### config.mk
export PLATFORM = sky130hd
export DESIGN_NAME = seven_seg_scan_ctrl
export DESIGN_NICKNAME = d
export VERILOG_FILES = /design/src/rtl/seven_seg_pkg.sv /design/src/rtl/seven_seg_decode.sv /design/src/rtl/seven_seg_scan_ctrl.sv
export SDC_FILE = /design/constraint.sdc
export NUM_CORES = 1
export LEC_CHECK = 0
export BUFFER_PORTS_ARGS = -buffer_cell sky130_fd_sc_hd__buf_2
export CAP_MARGIN = 20
export CORE_AREA = 2 2 84 94
export CTS_BUF_LIST = sky130_fd_sc_hd__clkbuf_16
export DETAILED_ROUTE_END_ITERATION = 7
export DIE_AREA = 0 0 86 96
export MAX_ROUTING_LAYER = met4
export PLACE_DENSITY = 0.6
export SLEW_MARGIN = 25
export SYNTH_ARGS = -nofsm -noshare
export SYNTH_HDL_FRONTEND = slang
export SYNTH_SLANG_ARGS = --single-unit
### constraint.sdc
create_clock -name max10_clk1_50 -period 5.55 [get_ports max10_clk1_50]
set_input_delay 0 -clock max10_clk1_50 [delete_from_list [all_inputs] [get_ports max10_clk1_50]]
set_output_delay 0 -clock max10_clk1_50 [all_outputs]
set_load 0.01 [all_outputs]
### src/rtl/seven_seg_pkg.sv
// -----------------------------------------------------------------------------
// seven_seg_pkg
// Shared definitions for the 4-digit 7-segment scan controller: digit count,
// scan FSM state type, active-low "all off" patterns and the hex decode table.
// -----------------------------------------------------------------------------
package seven_seg_pkg;

    localparam int NUM_DIGITS = 4;

    typedef enum logic {SCAN_BLANK, SCAN_SHOW} scan_state_t;

    // Active-low patterns that leave every segment / every anode dark.
    localparam logic [6:0] SEG_OFF = 7'h7F;
    localparam logic [3:0] AN_OFF  = 4'hF;

    // Hex nibble to active-low segments, cathode[0]=a ... cathode[6]=g.
    function automatic logic [6:0] hex_to_seg(input logic [3:0] nibble);
        logic [6:0] seg;
        case (nibble)
            4'h0: seg = 7'h40;
            4'h1: seg = 7'h79;
            4'h2: seg = 7'h24;
            4'h3: seg = 7'h30;
            4'h4: seg = 7'h19;
            4'h5: seg = 7'h12;
            4'h6: seg = 7'h02;
            4'h7: seg = 7'h78;
            4'h8: seg = 7'h00;
            4'h9: seg = 7'h10;
            4'hA: seg = 7'h08;
            4'hB: seg = 7'h03;
            4'hC: seg = 7'h46;
            4'hD: seg = 7'h21;
            4'hE: seg = 7'h06;
            default: seg = 7'h0E;
        endcase
        return seg;
    endfunction

endpackage

### src/rtl/seven_seg_decode.sv
// -----------------------------------------------------------------------------
// seven_seg_decode
// Combinational hex nibble to active-low 7-segment pattern.
// Ports:
//   nibble  in  4  hex digit to display
//   seg     out 7  active-low segments, seg[0]=a ... seg[6]=g
// -----------------------------------------------------------------------------
module seven_seg_decode
    import seven_seg_pkg::*;
(
    input  logic [3:0] nibble,
    output logic [6:0] seg
);

    assign seg = hex_to_seg(nibble);

endmodule

### src/rtl/seven_seg_scan_ctrl.sv
// -----------------------------------------------------------------------------
// seven_seg_scan_ctrl
// Time-division scan controller for a 4-digit common-anode 7-segment display.
// Each digit slot is BLANK_TICKS cycles with every anode off (anti-ghosting)
// followed by DIGIT_TICKS cycles driving that digit. New values arrive over a
// valid/ready handshake into a one-entry pending buffer and are copied into the
// displayed (shadow) value only at a frame boundary, so a frame never tears.
// Ports:
//   max10_clk1_50  in   1   system clock
//   reset_n        in   1   synchronous active-low reset
//   value          in   16  digit3=value[15:12] ... digit0=value[3:0]
//   value_valid    in   1   value offered
//   value_ready    out  1   pending buffer empty
//   digit_en       in   4   per-digit enable (disabled digit keeps its slot, stays dark)
//   lz_suppress    in   1   blank leading zero digits 3..1
//   an             out  4   anodes, active low, registered
//   cathode        out  7   segments, active low, registered
//   frame_start    out  1   one-cycle pulse on the first BLANK cycle of digit0
// -----------------------------------------------------------------------------
module seven_seg_scan_ctrl
    import seven_seg_pkg::*;
#(
    parameter int DIGIT_TICKS = 50000,
    parameter int BLANK_TICKS = 500
) (
    input  logic        max10_clk1_50,
    input  logic        reset_n,
    input  logic [15:0] value,
    input  logic        value_valid,
    output logic        value_ready,
    input  logic [3:0]  digit_en,
    input  logic        lz_suppress,
    output logic [3:0]  an,
    output logic [6:0]  cathode,
    output logic        frame_start
);

    localparam int MAX_TICKS = (DIGIT_TICKS > BLANK_TICKS) ? DIGIT_TICKS : BLANK_TICKS;
    localparam int CNT_W     = $clog2(MAX_TICKS + 1);

    localparam logic [CNT_W-1:0] DIGIT_LAST = CNT_W'(DIGIT_TICKS);
    localparam logic [CNT_W-1:0] BLANK_LAST = CNT_W'(BLANK_TICKS);
    localparam logic [CNT_W-1:0] CNT_FIRST  = CNT_W'(1);

    scan_state_t      state;
    logic [1:0]       idx;
    // Counts 1..N inside a slot; 0 only in the reset state, which marks the
    // cycle before the first frame boundary.
    logic [CNT_W-1:0] tick_cnt;
    logic [15:0]      shadow;
    logic [15:0]      pending;

    logic             slot_done;
    logic             show_next;
    logic [3:0]       suppress;
    logic [3:0]       cur_nibble;
    logic [6:0]       cur_seg;
    logic             digit_lit;

    // Outputs are registered from what the FSM will be doing in the next
    // cycle, so an/cathode change on the same edge as state/idx.
    always_comb begin
        // NOTE: every always_comb output gets a default first so no path
        // can leave it unassigned and infer a latch.
        slot_done  = 1'b0;
        show_next  = 1'b0;
        suppress   = 4'b0000;
        cur_nibble = shadow[{idx, 2'b00} +: 4];

        if (state == SCAN_BLANK) begin
            slot_done = (tick_cnt == BLANK_LAST);
            show_next = slot_done;
        end else begin
            slot_done = (tick_cnt == DIGIT_LAST);
            show_next = !slot_done;
        end

        // Digit i is a leading zero when it and every digit above it are zero.
        suppress[1] = lz_suppress && (shadow[15:4]  == 12'h000);
        suppress[2] = lz_suppress && (shadow[15:8]  == 8'h00);
        suppress[3] = lz_suppress && (shadow[15:12] == 4'h0);

        digit_lit = show_next && digit_en[idx] && !suppress[idx];
    end

    seven_seg_decode u_decode (
        .nibble (cur_nibble),
        .seg    (cur_seg)
    );

    // NOTE: sequential state is written only with non-blocking assignments so
    // every register samples pre-edge values regardless of statement order.
    always_ff @(posedge max10_clk1_50) begin
        if (!reset_n) begin
            state       <= SCAN_BLANK;
            idx         <= 2'd0;
            tick_cnt    <= '0;
            shadow      <= 16'h0000;
            value_ready <= 1'b1;
            an          <= AN_OFF;
            cathode     <= SEG_OFF;
            frame_start <= 1'b0;
            // NOTE: pending data is not reset; value_ready=1 already marks it
            // empty, so its contents are never looked at until rewritten.
        end else begin
            case (state)
                SCAN_BLANK: begin
                    if (slot_done) begin
                        state    <= SCAN_SHOW;
                        tick_cnt <= CNT_FIRST;
                    end else begin
                        tick_cnt <= tick_cnt + 1'b1;
                    end
                end
                SCAN_SHOW: begin
                    if (slot_done) begin
                        state    <= SCAN_BLANK;
                        idx      <= idx + 2'd1;
                        tick_cnt <= CNT_FIRST;
                    end else begin
                        tick_cnt <= tick_cnt + 1'b1;
                    end
                end
            endcase

            // Next cycle is a frame boundary: leaving reset, or digit3 ending.
            frame_start <= ((state == SCAN_BLANK) && (tick_cnt == '0)) ||
                           ((state == SCAN_SHOW) && slot_done && (idx == 2'd3));

            an      <= digit_lit ? ~(4'b0001 << idx) : AN_OFF;
            cathode <= digit_lit ? cur_seg : SEG_OFF;

            // A capture needs an empty buffer and a transfer needs a full one,
            // so the two branches can never both apply. Transfer happens at the
            // end of the boundary cycle, so a value captured during that cycle
            // waits for the next frame.
            if (value_valid && value_ready) begin
                pending     <= value;
                value_ready <= 1'b0;
            end else if (frame_start && !value_ready) begin
                shadow      <= pending;
                value_ready <= 1'b1;
            end
        end
    end

endmodule
* Yosys cells after proc, flatten, opt, wreduce, memory -nomap -nowiden
Memory sizes are Yosys's and may differ from the RTL's. A register that Yosys moved wholly into a read port is not among the register bits.
Cells that the tools add are included.
** Word-level totals
- Memories kept :: 1
- Register bits after elaboration :: 57
- Output and inout port bits :: 13
- ROM bits :: 112
** Operators by class
- Muxes and demuxes :: 12
- Order comparisons :: 1
- Add/subtract/negate cells :: 2
- Equality and inequality tests :: 3
- Reductions and logical operators :: 25
- Shift-type cells :: 2
- Bitwise logic cells :: 4
** Memory list
- (name not given) :: words 16, bits a word 7, rd ports 1, clocked after Yosys merged registers in 1, write ports 0, line seven_seg_pkg.sv:19 : case (nibble)
** Operators with widths (count)
- 16-bit by 1-bit adder with 16-bit output (second input constant) :: 1
- 16-bit == test (second input constant) :: 1
- 16-bit by 9-bit == test with 1-bit output (second input constant) :: 1
- 16-bit zero test :: 1
- 16-bit by 5-bit variable part select with 4-bit output :: 1
- 12-bit zero test :: 1
- 1-bit logical AND :: 10
- 1-bit two-way mux :: 9
- 8-bit zero test :: 1
- 2-bit AND reduction :: 4
- 1-bit binary-select mux with 2-bit select :: 2
- 1-bit zero test :: 4
- 4-bit zero test :: 1
- 4-bit NOT :: 1
- 1-bit by 2-bit left shift with 4-bit output (first input constant) :: 1
- 2-bit by 3-bit less-than comparator with 1-bit output (second input constant) :: 1
- 1-bit NOT :: 3
- 2-bit by 1-bit adder with 2-bit output (second input constant) :: 1
- 2-bit == test (second input constant) :: 1
- 1-bit one-hot mux with 2 select lines :: 1
- 2-bit nonzero test :: 1
- 2-bit OR reduction :: 1
- 1-bit logical OR :: 1

* Depth between registers and ports, before layout
Gate-level depths: netlist of the first run.
- Word-level depth :: 8
- Gate-level depth with buffers :: 8

* Modules after synthesis
From an unflattened synthesis of the first run, not the netlist that was laid out.
** Unflattened totals
- Cell total of the unflattened synthesis :: 274
- Area, all modules :: 2826.5 µm²
** Modules (own cells, without submodules)
- seven_seg_scan_ctrl :: instances 1, cells each 242, area each 2551.2 µm²
- seven_seg_decode :: instances 1, cells each 32, area each 275.3 µm²

* Worst setup path after synthesis of the first run
No wires, ideal clock.
- Path type :: reg-to-reg
- From :: reg idx[0]
- To :: reg cathode[3]
- Slack :: 3.411 ns
- Path buffers :: 1
- Cell stages (with the launch flop) :: 8
- Data arrival time :: 2.010 ns
- Required time :: 5.421 ns
- Library setup time :: 0.129 ns
- Cell sequence :: dfxtp_1 > clkbuf_8 > mux4_1 > inv_1 > ha_1 > inv_1 > mux4_2 > nand2b_1
** On the way
- Cells in the longest elaborated chain, start to end :: 6
** Ends and longest elaborated chain
- from (decl) :: line seven_seg_scan_ctrl.sv:46 : logic [1:0] idx;
- from (signal assigned) :: line seven_seg_scan_ctrl.sv:118 : idx <= idx + 2'd1;
- 1-bit binary-select mux with 2-bit select :: line seven_seg_scan_ctrl.sv:83 : digit_lit = show_next && digit_en[idx] && !suppress[idx];
- 1-bit two-way mux (implied by the code) :: line seven_seg_scan_ctrl.sv:83
- 1-bit logical AND or 1-bit zero test (tied branches) :: line seven_seg_scan_ctrl.sv:83
- 1-bit logical AND :: line seven_seg_scan_ctrl.sv:83
- 2-bit AND reduction (no source line)
- 1-bit zero test (no source line)
- to (decl) :: line seven_seg_scan_ctrl.sv:34 : output logic [6:0] cathode,
Several ways; a longest one is shown, not always the timed one. The select of a mux whose other input is x is not followed.
A chain may end at the register's enable or synchronous reset.

* Worst setup path after layout of the first run
Ends and elaborated chain as after synthesis.

==> metrics.csv, run 1 <==
metric,value,unit
drive_above_1_share,20.49,%
drv_slew,0,
ant_nets,0,
yosysTopAreaCell,dfxtp_1,
start_kind,flip-flop,
yosysSeqAreaShare,50.07,%
post-place-cells,381,
drv_cap,0,
cts_max_level,3,
antenna_cells,0,
core_region_area,7308,µm²
first_global_vias,1977,
ys_seq_elements,64,
setup_ws,3201,ps
ff_latch_area,1441,µm²
ys.warnings.count,0,
cts_max_path_buffers,2,
die-area,8256,µm²
antenna_found_initial,0,
endpoint_kind,flip-flop,
die_h,96,µm
netlist_area,2879,µm²
vias,2037,
syn_nets,306,
cts_buffers,9,
stdcell_area,3540,µm²
cts_resized,0,
hpwl,3.534,mm
gp_congestion,0.7759,
vias_per_cell,4.920,
synth_flop_cell,dfxtp_1,
detail_route.wl_per_cell,12.45,µm
setup_viol,0,
area_delta_synth_final,22.95,%
skew,7.995,ps
multi_input_area,1321,µm²
yosys.area.top_type_share,33.38,%
synth_edf_count,16,
cts_tree,built,
portBuffers,36,
slew_headroom,51.68,%
ys_types,45,
pwr_density_cell,302.7,nW/µm²
crit_required,5750,ps
cts_root_buffer,clkbuf_16,
synthCells,270,
num_rows,33,
setup_tns,0,ps
tightestPinTransition,724.7,ps
arrival,2550,ps
clkTransAtPathRegs,60,ps
timing_hold_violations_final,0,
max_freq,425.6,MHz
min-delay-path-class,in2reg,
dpl_worst_slack,3179,ps
leakage,1.270,nW
async_reset_ff_share,0,%
start_util,39.39,%
cts_sinks,64,
die_x,86,µm
period_share,42.33,%
ir_worst_vdd,197.9,µV
status,completed,
fillCellCount,671,
final_cells,414,
grt_max_degree,27,
clock_latency,320,ps
grt_pass1_wl,8.983,mm
hold_depth,2,
dr.pass1.iters,4,
min_period,2349,ps
drtIter0Drc,58,
drcViolationCount,0,
r2r_cells,6,
io_pins,37,
gr-total-overflow,0,
crit_type,reg2reg,
num-nets-final,358,
critPathMaxFanout,10,
rsz0062_at_grt,false,
routed_wl,5.153,mm
grt_use_total,14.47,%
yosys-top-cells-area,"dfxtp_1, edfxtp_1, nand2_1",
synth.avg_cell_area,10.66,µm²
place_area,3087,µm²
[state kept, by name, indices dropped and copies added (netlist names)]
| register | flops |
|---|---|
| pending | 16 |
| shadow | 16 |
| tick_cnt | 16 |
| cathode | 7 |
| an | 4 |
| idx | 2 |
| frame_start | 1 |
| state | 1 |
| value_ready | 1 |
[through the flow]
| stage | utilization (%) | total power, mW | hold WS, ps |
|---|---|---|---|
| 2_1_floorplan | - | 0.5404 | 98.87 |
| 3_3_place_gp | 42.24 | 0.5567 | 176.1 |
| 3_5_place_dp | 42.24 | 0.5579 | 178.1 |
| 4_1_cts | 48.40 | 1.080 | 47.94 |
| 5_1_grt | 48.43 | 1.113 | 79.84 |
| 6_report | 48.43 | 1.071 | 46.74 |
[cells in the mapped netlist (2+ instances only)]
library cell and n:
nor3_1 2, nand3_1 9, mux4_2 3, mux2i_1 4, nand3b_1 2, mux4_1 3
edfxtp_1 16, a21boi_0 18, clkbuf_8 3, and3_1 3, nand4_1 4, clkbuf_1 6
a32oi_1 2, xnor2_1 9, ha_1 12, dfxtp_1 48, and4_1 2, nor4_1 6
nand2b_1 3, a21oi_1 2, nand2_1 50, nor2b_1 2, inv_1 10, o211ai_1 2
o21ai_0 3, xor2_1 6, nor2_1 22
[timing repair]
| action | CTS | global route |
|---|---|---|
| endpoints found under the hold margin | 17 | 0 |
| hold buffers | 17 | 0 |
| buffers inserted | 0 | 0 |
| setup endpoints to repair | 0 | 0 |
[critical path, stage by stage (launching register included)]
cell and delay (ps):
dfxtp_1 580, mux4_1 730, inv_1 150, ha_1 140, inv_1 50, mux4_2 430, nand2b_1 140
[power by group]
part / switching (mW) / internal (mW) / leakage (nW)
registers: 0.00791 / 0.491 / 0.537
clock network: 0.209 / 0.305 / 0.132
logic: 0.0289 / 0.0290 / 0.600
[metal layers]
| metal | wire [µm] | up-vias | track usage, % |
|---|---|---|---|
| li1 | - | 1043 | - |
| met1 | 2444 | 939 | 17.05 |
| met2 | 2415 | 47 | 23.39 |
| met3 | 210 | 8 | 3.516 |
| met4 | 82 | 0 | 6.746 |
| met5 | 0 | - | - |
[placed cells by master, fill, tap and decap left out, types with 6 or more instances in the layout]
cell type and instances:
dfxtp_1 48, nor4_1 6, buf_2 36, a21boi_0 18, dlygate4sd3_1 17, nor2_1 22, ha_1 12, edfxtp_1 16
clkbuf_16 9, nand3_1 9, nand2_1 50, xor2_1 6, xnor2_1 9, inv_1 10
[cells by family after synthesis]
family	Yosys count	synth area share, %
compound gates	32	9.431
fa+ha+maj	12	5.215
mux	11	6.867
simple gates	114	19.73
flops	64	50.07
buf+inv	22	4.129
xor+xnor	15	4.563
[worst paths after layout]
path	start	endpoint	slack [ps]
setup / recovery	idx[0]$_SDFFE_PN0P_	cathode[3]$_SDFF_PN1_	3200
hold / removal	reset_n	value_ready$_SDFFE_PN1P_	50
hold reg to reg	shadow[3]$_SDFFE_PN0P_	shadow[3]$_SDFFE_PN0P_	470
setup reg to reg	idx[0]$_SDFFE_PN0P_	cathode[3]$_SDFF_PN1_	3200
[area by class of cell]
type                            instances  area share [%]
Sequential cell                        64           40.72
Clock inverter                          7           1.555
Clock buffer                            9           6.363
Inverter                               10           1.060
Multi-Input combinational cell        184           37.33
Timing Repair Buffer                   53           9.898
Tap cell                               87           3.075
Note: power is estimated with default switching activity, not from simulation.
==> inputs of run 2 (changes only) <==
Settings changed: ABC_AREA from default to 1, CORE_AREA 2 2 84 94 to 2 2 86 96, DIE_AREA 0 0 86 96 to 0 0 88 98, PLACE_DENSITY 0.6 to 0.62.
Clock period 5.55 ns to 2.12 ns, I/O delays scaled along.
==> metrics.csv, run 2 <==
metric,value,unit,change
drv_slew,0,,unchanged
rsz0062_at_grt,false,,unchanged
place_area,3287,µm²,was 3087 µm²
post-place-cells,518,,was 381
status,completed,,unchanged
min_period,1818,ps,was 2349 ps
worst_r2r_endpoint,cathode[5]$_SDFF_PN1_,,was cathode[3]$_SDFF_PN1_
gr-total-overflow,0,,unchanged
drcViolationCount,0,,unchanged
num_rows,34,,was 33
cts_max_level,3,,unchanged
met1Wirelength,2.903,mm,was 2.444 mm
gp_congestion,0.9117,,was 0.7759
pwr_density_cell,773.7,nW/µm²,was 302.7 nW/µm²
min_to,value_ready$_SDFFE_PN1P_,,unchanged
core_region_area,7700,µm²,was 7308 µm²
drtIter0Drc,81,,was 58
cts_tree,built,,unchanged
synth.avg_cell_area,7.907,µm²,was 10.66 µm²
io_pins,37,,unchanged
arrival,2010,ps,was 2550 ps
area_delta_synth_final,24.80,%,was 22.95%
skew,6.713,ps,was 7.995 ps
ant_nets,0,,unchanged
ir_worst_vdd,591.9,µV,was 197.9 µV
ys_types,35,,was 45
cts_root_buffer,clkbuf_16,,unchanged
worstReg2RegStart,idx[0]$_SDFFE_PN0P_,,unchanged
start_util,38.92,%,was 39.39%
clock_latency,320,ps,about the same
hold_start,reset_n,,unchanged
rrSetupSlack,300,ps,was 3200 ps
route.met3.wl,213,µm,was 210 µm
r2r_cells,10,,was 6
vias,2476,,was 2037
drive_above_1_share,19.64,%,was 20.49%
first_global_vias,2253,,was 1977
start_kind,flip-flop,,unchanged
routed_wl,5.938,mm,was 5.153 mm
netlist_area,2997,µm²,was 2879 µm²
synth_edf_count,16,,unchanged
num-nets-final,474,,was 358
yosys-top-cells-area,"dfxtp_1, edfxtp_1, nand2_1",,unchanged
grt_max_degree,24,,was 27
antenna_found_initial,0,,unchanged
critPathMaxFanout,17,,was 10
die-area,8624,µm²,was 8256 µm²
synth_flop_cell,dfxtp_1,,unchanged
reg_top3,"pending: 16 flops, shadow: 16 flops, tick_cnt: 16 flops",,unchanged
ff_latch_area,1443,µm²,was 1441 µm²
cts_buffers,9,,unchanged
cts_max_path_buffers,2,,unchanged
hold_depth,2,,unchanged
synthMostInstantiatedCell,nand2_1,,unchanged
post-route-util,48.57,%,was 48.43%
final_cells,551,,was 414
syn_nets,415,,was 306
slew_headroom,58.27,%,was 51.68%
endpoint_kind,flip-flop,,unchanged
cts_sinks,64,,unchanged
clkTransAtPathRegs,60,ps,about the same
multi_input_area,1365,µm²,was 1321 µm²
final_cell_mix,"nand2_1, nor2_1, dfxtp_1, buf_2, inv_1",,"was nand2_1, dfxtp_1, buf_2, nor2_1, a21boi_0"
setup_tns,0,ps,unchanged
async_reset_ff_share,0,%,unchanged
synth.cells.most_frequent,"nand2_1, nor2_1, dfxtp_1, inv_1, o21ai_0",,"was nand2_1, dfxtp_1, nor2_1, a21boi_0, edfxtp_1"
ys_seq_elements,64,,unchanged
drv_cap,0,,unchanged
tightestPinTransition,625.2,ps,was 724.7 ps
min-delay-path-class,in2reg,,unchanged
layout_commonest_cell,nand2_1,,unchanged
yosys.area.top_type_share,32.07,%,was 33.38%
yosysTopAreaCell,dfxtp_1,,unchanged
leakage,1.567,nW,was 1.270 nW
crit_required,2310,ps,was 5750 ps
period_share,85.76,%,was 42.33%
detail_route.wl_per_cell,10.78,µm,was 12.45 µm
grt_pass1_wl,9.984,mm,was 8.983 mm
yosysSeqAreaShare,48.10,%,was 50.07%
synthCells,379,,was 270
grt_use_total,15.18,%,was 14.47%
timing_hold_violations_final,0,,unchanged
setup_viol,0,,unchanged
top_layer,met4,,unchanged
wl_met2,2.692,mm,was 2.415 mm
dr.pass1.iters,5,,was 4
p_total,2.893,mW,was 1.071 mW
stdcell_area,3740,µm²,was 3540 µm²
antenna_cells,0,,unchanged
crit_type,reg2reg,,unchanged
die_h,98,µm,was 96 µm
vias_per_cell,4.494,,was 4.920
portBuffers,36,,unchanged
ys.warnings.count,0,,unchanged
die_x,88,µm,was 86 µm
max_freq,550.0,MHz,was 425.6 MHz
hpwl,4.132,mm,was 3.534 mm
fillCellCount,759,,was 671
run 2: changes by cell type after synthesis, moves of 7 or more:
cell	delta
nor2_1	+41
nand2_1	+35
inv_1	+21
o21ai_0	+19
xnor2_1	-7
nand3_1	+10
a21oi_1	+15
nand2_2	+16
a21boi_0	-18
run 2: cell families (layout without fill, tap and decap cells):
family	count (synthesis)	in the layout	synth area share (%)
flip-flops	64	64	48.10
buffers and inverters	45	109	6.346
AND/OR/NAND/NOR	208	208	31.19
XOR/XNOR	6	6	1.754
adder cells (fa/ha/maj)	12	12	5.010
AO/OA/AOI/OAI	44	44	7.600
run 2: report_power, final:
part	internal [mW]	leakage (nW)	switching, mW
Combinational	0.0906	0.892	0.116
Sequential	1.29	0.538	0.0209
Clock	0.802	0.136	0.571
Total	2.19	1.57	0.708
run 2: area by class of cell:
| type | count | area share (%) |
|---|---|---|
| repair buffers | 57 | 10.17 |
| clock inverters | 7 | 1.506 |
| well taps | 108 | 3.613 |
| multi-input cells | 270 | 36.50 |
| clock buffers | 9 | 6.022 |
| inverters | 36 | 3.613 |
| flip-flops and latches | 64 | 38.57 |
run 2: worst max-delay path, stage by stage (launching register included):
cell and delay, ps:
dfxtp_2 500, inv_2 110, nand2_1 80, nand3_1 80, o21ai_2 140, inv_1 140
ha_1 250, nand3_1 110, nor2_1 50, a21oi_1 160, nand2_2 60
run 2: how the worst max path moves through the flow:
stage                              startpoint  cells after the start               endpoint  slack, ps
after floorplan           idx[0]$_SDFFE_PN0P_                      9  cathode[5]$_SDFF_PN1_        450
after global placement    idx[0]$_SDFFE_PN0P_                     11  cathode[0]$_SDFF_PN1_        250
after detailed placement  idx[0]$_SDFFE_PN0P_                     10  cathode[5]$_SDFF_PN1_        130
after CTS                 idx[0]$_SDFFE_PN0P_                     10  cathode[5]$_SDFF_PN1_        120
after global routing      idx[0]$_SDFFE_PN0P_                     11  cathode[0]$_SDFF_PN1_        110
final                     idx[0]$_SDFFE_PN0P_                     10  cathode[5]$_SDFF_PN1_        300
run 2: what timing repair did:
item | 4_1_cts | 5_1_grt
hold endpoints to repair | 17 | 0
endpoints found under the setup margin | 0 | 5
hold buffers | 17 | 0
gates resized for setup | 0 | 1
setup buffers | 0 | 0
run 2: metal layers:
metal | up-vias | GRT usage, %
li1 | 1331 | -
met1 | 1083 | 19.48
met2 | 50 | 22.49
met3 | 12 | 3.719
met4 | 0 | 6.864
met5 | - | -
run 2: stage by stage:
stage,hold WS [ps],setup WS (ps)
floorplan,98.87,453.1
global placement,175.8,247.7
detailed placement,178.1,133.2
CTS,73.18,121.3
global route,97.62,111.4
finish,78.51,302.0
